### config.mk
export PLATFORM = sky130hd
export DESIGN_NAME = muldiv_unit_flat
export DESIGN_NICKNAME = d
export VERILOG_FILES = /design/src/rtl/muldiv_pkg.sv /design/src/rtl/muldiv_if.sv /design/src/rtl/muldiv_sign_fix.sv /design/src/rtl/muldiv_unit.sv /design/src/flat_wrapper.sv
export SDC_FILE = /design/constraint.sdc
export NUM_CORES = 1
export LEC_CHECK = 0
export ABC_AREA = 1
export ABC_CLOCK_PERIOD_IN_PS = 2700
export CAP_MARGIN = 25
export CELL_PAD_IN_SITES_DETAIL_PLACEMENT = 0
export CELL_PAD_IN_SITES_GLOBAL_PLACEMENT = 2
export CORE_MARGIN = 1
export CORE_UTILIZATION = 31
export CTS_BUF_LIST = sky130_fd_sc_hd__clkbuf_4 sky130_fd_sc_hd__clkbuf_8
export DETAILED_ROUTE_END_ITERATION = 7
export PLACE_DENSITY_LB_ADDON = 0.1
export SYNTH_ARGS = -nofsm -noshare
export SYNTH_HDL_FRONTEND = slang
export SYNTH_SLANG_ARGS = --single-unit
### constraint.sdc
create_clock -name clk -period 2.7 [get_ports clk]
set_clock_uncertainty 0.05 [all_clocks]
set_input_delay 0.675 -clock clk [delete_from_list [all_inputs] [get_ports clk]]
set_output_delay 0.675 -clock clk [all_outputs]
set_load 0.1 [all_outputs]
### src/rtl/muldiv_pkg.sv
// Shared types for the multi-cycle multiply/divide unit.
// Op encodings, FSM states and op-class helpers.
package muldiv_pkg;

  typedef enum logic [1:0] {
    OP_MULT  = 2'b00,
    OP_MULTU = 2'b01,
    OP_DIV   = 2'b10,
    OP_DIVU  = 2'b11
  } op_e;

  typedef enum logic [1:0] {
    IDLE   = 2'd0,
    ITER   = 2'd1,
    FINISH = 2'd2
  } state_e;

  function automatic logic op_signed(input op_e op);
    return ~op[0];
  endfunction

  function automatic logic op_div(input op_e op);
    return op[1];
  endfunction

endpackage

### src/rtl/muldiv_if.sv
// EX-stage <-> muldiv bundle: start/op/operands, MTHI/MTLO
// writes, and busy/done/div_by_zero/hi/lo back to the pipeline.
interface muldiv_if
  import muldiv_pkg::*;
#(
  parameter int WIDTH = 32
);
  logic             start;
  op_e              op;
  logic [WIDTH-1:0] a;
  logic [WIDTH-1:0] b;
  logic             hi_we;
  logic             lo_we;
  logic [WIDTH-1:0] wdata;
  logic             busy;
  logic             done;
  logic             div_by_zero;
  logic [WIDTH-1:0] hi;
  logic [WIDTH-1:0] lo;

  modport master (
    output start, op, a, b, hi_we, lo_we, wdata,
    input  busy, done, div_by_zero, hi, lo
  );

  modport slave (
    input  start, op, a, b, hi_we, lo_we, wdata,
    output busy, done, div_by_zero, hi, lo
  );
endinterface

### src/rtl/muldiv_sign_fix.sv
// Combinational conditional two's-complement negate.
// Ports: neg (negate when 1), x (in), y (out), all W bits wide.
module muldiv_sign_fix #(
  parameter int W = 32
) (
  input  logic         neg,
  input  logic [W-1:0] x,
  output logic [W-1:0] y
);
  assign y = neg ? (~x + W'(1)) : x;
endmodule

### src/rtl/muldiv_unit.sv
// Multi-cycle MULT/MULTU/DIV/DIVU with architectural HI/LO.
// Ports: clk, rst_n (sync, active low), bus (muldiv_if.slave).
module muldiv_unit
  import muldiv_pkg::*;
#(
  parameter  int WIDTH = 32,
  localparam int CNT_W = $clog2(WIDTH)
) (
  input  logic     clk,
  input  logic     rst_n,
  muldiv_if.slave  bus
);

  state_e             state;
  logic [CNT_W-1:0]   cnt;
  logic               div_q;
  logic               neg_q;
  logic               neg_r;
  logic               dz_q;
  logic [WIDTH-1:0]   acc;
  logic [WIDTH-1:0]   shreg;
  logic [WIDTH-1:0]   opnd;
  logic [WIDTH-1:0]   hi_q;
  logic [WIDTH-1:0]   lo_q;
  logic               busy_q;
  logic               done_q;
  logic               dz_out;

  logic               sgn;
  logic [WIDTH-1:0]   a_mag;
  logic [WIDTH-1:0]   b_mag;
  logic [WIDTH-1:0]   addend;
  logic [WIDTH:0]     mul_sum;
  logic [WIDTH:0]     div_shift;
  logic [WIDTH:0]     div_diff;
  logic [2*WIDTH-1:0] prod;
  logic [WIDTH-1:0]   quo;
  logic [WIDTH-1:0]   rem;

  assign sgn = op_signed(bus.op);

  muldiv_sign_fix #(.W(WIDTH)) u_abs_a (
    .neg (sgn & bus.a[WIDTH-1]),
    .x   (bus.a),
    .y   (a_mag)
  );

  muldiv_sign_fix #(.W(WIDTH)) u_abs_b (
    .neg (sgn & bus.b[WIDTH-1]),
    .x   (bus.b),
    .y   (b_mag)
  );

  // Multiply: {acc, shreg} is the product register,
  // multiplier in shreg shifted out LSB first.
  assign addend  = shreg[0] ? opnd : '0;
  assign mul_sum = {1'b0, acc} + {1'b0, addend};

  // Divide: acc is the remainder, shreg shifts the dividend
  // out and the quotient in; the trial needs one extra bit.
  assign div_shift = {acc, shreg[WIDTH-1]};
  assign div_diff  = div_shift - {1'b0, opnd};

  muldiv_sign_fix #(.W(2*WIDTH)) u_fix_prod (
    .neg (neg_q),
    .x   ({acc, shreg}),
    .y   (prod)
  );

  muldiv_sign_fix #(.W(WIDTH)) u_fix_quo (
    .neg (neg_q),
    .x   (shreg),
    .y   (quo)
  );

  muldiv_sign_fix #(.W(WIDTH)) u_fix_rem (
    .neg (neg_r),
    .x   (acc),
    .y   (rem)
  );

  always_ff @(posedge clk) begin
    if (!rst_n) begin
      state  <= IDLE;
      cnt    <= '0;
      div_q  <= 1'b0;
      neg_q  <= 1'b0;
      neg_r  <= 1'b0;
      dz_q   <= 1'b0;
      acc    <= '0;
      shreg  <= '0;
      opnd   <= '0;
      hi_q   <= '0;
      lo_q   <= '0;
      busy_q <= 1'b0;
      done_q <= 1'b0;
      dz_out <= 1'b0;
    end else begin
      done_q <= 1'b0;
      dz_out <= 1'b0;
      unique case (state)
        IDLE: begin
          if (bus.hi_we) hi_q <= bus.wdata;
          if (bus.lo_we) lo_q <= bus.wdata;
          if (bus.start) begin
            div_q  <= op_div(bus.op);
            neg_q  <= sgn & (bus.a[WIDTH-1] ^ bus.b[WIDTH-1]);
            neg_r  <= sgn & bus.a[WIDTH-1];
            acc    <= '0;
            cnt    <= CNT_W'(WIDTH-1);
            busy_q <= 1'b1;
            if (op_div(bus.op)) begin
              shreg <= a_mag;
              opnd  <= b_mag;
            end else begin
              shreg <= b_mag;
              opnd  <= a_mag;
            end
            if (op_div(bus.op) && (bus.b == '0)) begin
              dz_q  <= 1'b1;
              state <= FINISH;
            end else begin
              dz_q  <= 1'b0;
              state <= ITER;
            end
          end
        end
        ITER: begin
          if (div_q) begin
            if (!div_diff[WIDTH]) begin
              acc   <= div_diff[WIDTH-1:0];
              shreg <= {shreg[WIDTH-2:0], 1'b1};
            end else begin
              acc   <= div_shift[WIDTH-1:0];
              shreg <= {shreg[WIDTH-2:0], 1'b0};
            end
          end else begin
            acc   <= mul_sum[WIDTH:1];
            shreg <= {mul_sum[0], shreg[WIDTH-1:1]};
          end
          if (cnt == '0) state <= FINISH;
          else           cnt   <= cnt - CNT_W'(1);
        end
        FINISH: begin
          if (!dz_q) begin
            if (div_q) begin
              lo_q <= quo;
              hi_q <= rem;
            end else begin
              {hi_q, lo_q} <= prod;
            end
          end
          done_q <= 1'b1;
          dz_out <= dz_q;
          busy_q <= 1'b0;
          state  <= IDLE;
        end
        default: state <= IDLE;
      endcase
    end
  end

  assign bus.busy        = busy_q;
  assign bus.done        = done_q;
  assign bus.div_by_zero = dz_out;
  assign bus.hi          = hi_q;
  assign bus.lo          = lo_q;

endmodule

### src/flat_wrapper.sv
// flat-port wrapper written by rule: the top's interface ports become plain ports
module muldiv_unit_flat import muldiv_pkg::*;
#(
  parameter  int WIDTH = 32,
  localparam int CNT_W = $clog2(WIDTH)
)
  (clk, rst_n, bus_start, bus_op, bus_a, bus_b, bus_hi_we, bus_lo_we, bus_wdata, bus_busy, bus_done, bus_div_by_zero, bus_hi, bus_lo);
  muldiv_if #(.WIDTH(WIDTH)) bus_i ();
  input  logic clk;
  input  logic rst_n;
  input wire logic [$bits(bus_i.start)-1:0] bus_start;
  input wire logic [$bits(bus_i.op)-1:0] bus_op;
  input wire logic [$bits(bus_i.a)-1:0] bus_a;
  input wire logic [$bits(bus_i.b)-1:0] bus_b;
  input wire logic [$bits(bus_i.hi_we)-1:0] bus_hi_we;
  input wire logic [$bits(bus_i.lo_we)-1:0] bus_lo_we;
  input wire logic [$bits(bus_i.wdata)-1:0] bus_wdata;
  output wire logic [$bits(bus_i.busy)-1:0] bus_busy;
  output wire logic [$bits(bus_i.done)-1:0] bus_done;
  output wire logic [$bits(bus_i.div_by_zero)-1:0] bus_div_by_zero;
  output wire logic [$bits(bus_i.hi)-1:0] bus_hi;
  output wire logic [$bits(bus_i.lo)-1:0] bus_lo;
  assign bus_i.start = bus_start;
  assign bus_i.op = bus_op;
  assign bus_i.a = bus_a;
  assign bus_i.b = bus_b;
  assign bus_i.hi_we = bus_hi_we;
  assign bus_i.lo_we = bus_lo_we;
  assign bus_i.wdata = bus_wdata;
  assign bus_busy = bus_i.busy;
  assign bus_done = bus_i.done;
  assign bus_div_by_zero = bus_i.div_by_zero;
  assign bus_hi = bus_i.hi;
  assign bus_lo = bus_i.lo;
  muldiv_unit #(.WIDTH(WIDTH)) u_core (.clk(clk), .rst_n(rst_n), .bus(bus_i));
endmodule
==> results.yml <==
synthesis:
  syn_nets: 3552
  ys_warn_count: 0
  syn_inst: 3377
  synth.avg_cell_area_um2: 5.45
  syn_area_um2: 18400
  seq_area_frac_synth: 0.189
  synth-main-ff-cell: "dfxtp_1"
  ys_types: 52
  ys_seq_elements: 174
  synth_edf_count: 0
  async_flop_share: 0
floorplanning:
  fp-row-count: 88
  pin_count: 170
  floorplan.initialDensity: 0.316
  core-area_um2: 58200
  dieHeight_um: 246
  fp.dieW_um: 246
  die_area_um2: 60400
pwr:
  p_leak_nw: 12.8
  power.total_mw: 12.7
  max-vdd-ir-drop_mv: 0.487
  power_density_nw_per_um2: 505
run_status:
  status: "finished, final reports clean"
flow_run:
  maxCapViolCount: 0
setup_path:
  cp.required_ns: 3.10
  critPathLaunch: "u_core.opnd[19]"
  crit_path_end_kind: "flip-flop"
  start_kind: "flip-flop"
  r2r_start: "u_core.opnd[19]"
  setup.worst_path.class: "reg -> reg"
  critical_path_peak_fanout: 16
  arrival_ns: 3.01
detailed_routing:
  avgRoutedWirePerCell_um: 21.2
  drc: 0
  vias: 24100
  drt-pass1-iter-count: 8
  drtAntennaViolNets: 0
  drt_iter0_markers: 2023
  drt-total-wl_mm: 99.2
  vias_per_cell: 5.15
global_routing:
  grt_max_degree: 64
  grt_pass1_vias: 22200
  grtUsageTotal: 0.322
  grt_overflow: 0
  antenna_found_initial: 1
  grt_pass1_wl_mm: 144
placement:
  dp_slack_ns: -0.298
  place_hpwl_mm: 82.8
  dpl_cell_area_um2: 23900
  io_buffers: 169
  dp.cells: 4633
  finalWeightedCongestion: 0.997
timing:
  whs_ns: 0.417
  setup_slack_ns: 0.0897
  period_share: 0.967
  clock.fmax_ghz: 0.383
  worst_pin_slew_ns: 0.768
  setup_violations: 0
  hold_viol: 0
  drv_slew: 0
  slew_headroom: 0.488
  tns_ns: 0
  min_period_ns: 2.61
  rsz0062_at_grt: "yes"
final_layout:
  fin_util: 0.431
  final_cell_area_um2: 25100
  drive_above_1_share: 0.203
  nNetsFinal: 4067
  layoutNonFillerInstCount: 4671
  area_growth_pct: 36.3
clock_network:
  cts_buffer_depth: 2
  htree_levels: 4
  cts_buffers: 17
  cts_tree: "yes"
  root_buffer: "clkbuf_8"
  clk_pin_slew_worst_paths_ns: 0.12
  clk_latency_ns: 0.58
  hold_buffers: 0
  cts_sinks: 174
hold_path:
  hp-start: "rst_n"
  hold_class: "in -> reg"
==> critical path, cell delays in order, from the launching register on <==
cell	delay [ns]
dfxtp_1	0.43
inv_2	0.12
ha_4	0.28
nand2_1	0.14
inv_1	0.05
nand2_1	0.06
nand2_1	0.06
nand2_1	0.06
nand2_1	0.12
a21oi_4	0.29
nand3_4	0.18
buf_6	0.21
nand3_1	0.11
nand3_2	0.15
nand2_2	0.12
a21oi_2	0.05
==> worst paths after layout <==
| kind | slack, ns | endpoint | cells after the start |
|---|---|---|---|
| worst min-delay path | 0.42 | u_core.bus.done | 3 |
| worst max-delay path | 0.09 | u_core.acc[24] | 15 |
| worst min register to register | 0.43 | u_core.bus.div_by_zero | 2 |
| worst max register to register | 0.09 | u_core.acc[24] | 15 |
==> cell families (layout without fill, tap and decap cells) <==
| kind of cell | count (synthesis) | in the layout | synth area share |
|---|---|---|---|
| AO/OA/AOI/OAI | 621 | 621 | 0.187 |
| XOR/XNOR | 62 | 62 | 0.0295 |
| adder cells (fa/ha/maj) | 72 | 72 | 0.0497 |
| buffers and inverters | 688 | 1215 | 0.143 |
| flip-flops | 174 | 174 | 0.189 |
| other | 0 | 1 | 0 |
| AND/OR/NAND/NOR | 1760 | 1761 | 0.401 |
==> per-layer routing <==
metal  GRT usage  wire (um)  up-vias
met1       0.456      46200    11300
met2       0.516      44300      892
met4      0.0765       2300        0
li1            -          -    11800
met5           0          0        -
met3      0.0379       6400       80
==> timing repair <==
action,4_1_cts,5_1_grt
gates cloned,0,2
gates resized for setup,28,157
pin swaps,2,14
buffers inserted,0,3
setup endpoints to repair,33,37
==> flip-flops by register name (all words and copies together) (netlist names), 2 cells and up <==
signal         flops
u_core.opnd       32
u_core.state       2
u_core.shreg      32
u_core.cnt         5
u_core.acc        32
u_core.bus.lo     32
u_core.bus.hi     32
==> cell usage after synthesis, types with 11 or more instances <==
| cell type | n | area share |
|---|---|---|
| a21oi_2 | 27 | 0.013 |
| nand3b_1 | 11 | 0.0045 |
| dfxtp_1 | 174 | 0.19 |
| xnor2_1 | 13 | 0.0062 |
| nor2_1 | 271 | 0.055 |
| clkbuf_1 | 92 | 0.019 |
| buf_1 | 23 | 0.0047 |
| inv_1 | 547 | 0.11 |
| a21oi_1 | 249 | 0.068 |
| o211ai_1 | 21 | 0.0086 |
| nand4_1 | 39 | 0.013 |
| xor2_1 | 49 | 0.023 |
| nor2_2 | 14 | 0.0048 |
| nand2_1 | 1018 | 0.21 |
| a31oi_1 | 30 | 0.010 |
| ha_1 | 70 | 0.048 |
| o21bai_1 | 11 | 0.0045 |
| nand3_1 | 332 | 0.090 |
| nor3_1 | 36 | 0.0098 |
| nand2_2 | 11 | 0.0037 |
| o21ai_0 | 234 | 0.064 |
==> power by group <==
part | internal [mW] | switching (mW) | leakage [nW] | total [mW]
sequential | 2.84 | 0.291 | 1.44 | 3.13
clock | 0.799 | 1.30 | 0.216 | 2.10
combinational | 2.56 | 4.88 | 11.1 | 7.45
total | 6.20 | 6.47 | 12.8 | 12.7
==> area by class of cell <==
class	instances	area, um^2
Antenna cell	1	2.50
Clock inverter	15	189
Multi-Input combinational cell	2516	12900
Timing Repair Buffer	624	5150
Tap cell	765	957
Sequential cell	174	3520
Clock buffer	17	234
Fill cell	6472	33100
Inverter	559	2100
==> layout by cell type (no fill, tap or decap), drive strengths merged, types with 6 or more instances in the layout <==
master / n
a21boi: 6
a21o: 7
a21oi: 276
a31oi: 30
and2: 9
buf: 522
clkbuf: 18
clkdlybuf4s50: 101
clkinv: 7
dfxtp: 174
ha: 70
inv: 566
nand2: 1032
nand3: 333
nand3b: 11
nand4: 39
nor2: 286
nor3: 38
o211ai: 21
o21ai: 243
o21bai: 11
o221ai: 9
or2: 6
xnor2: 13
xor2: 49
Power figures use the tool's default switching activity.
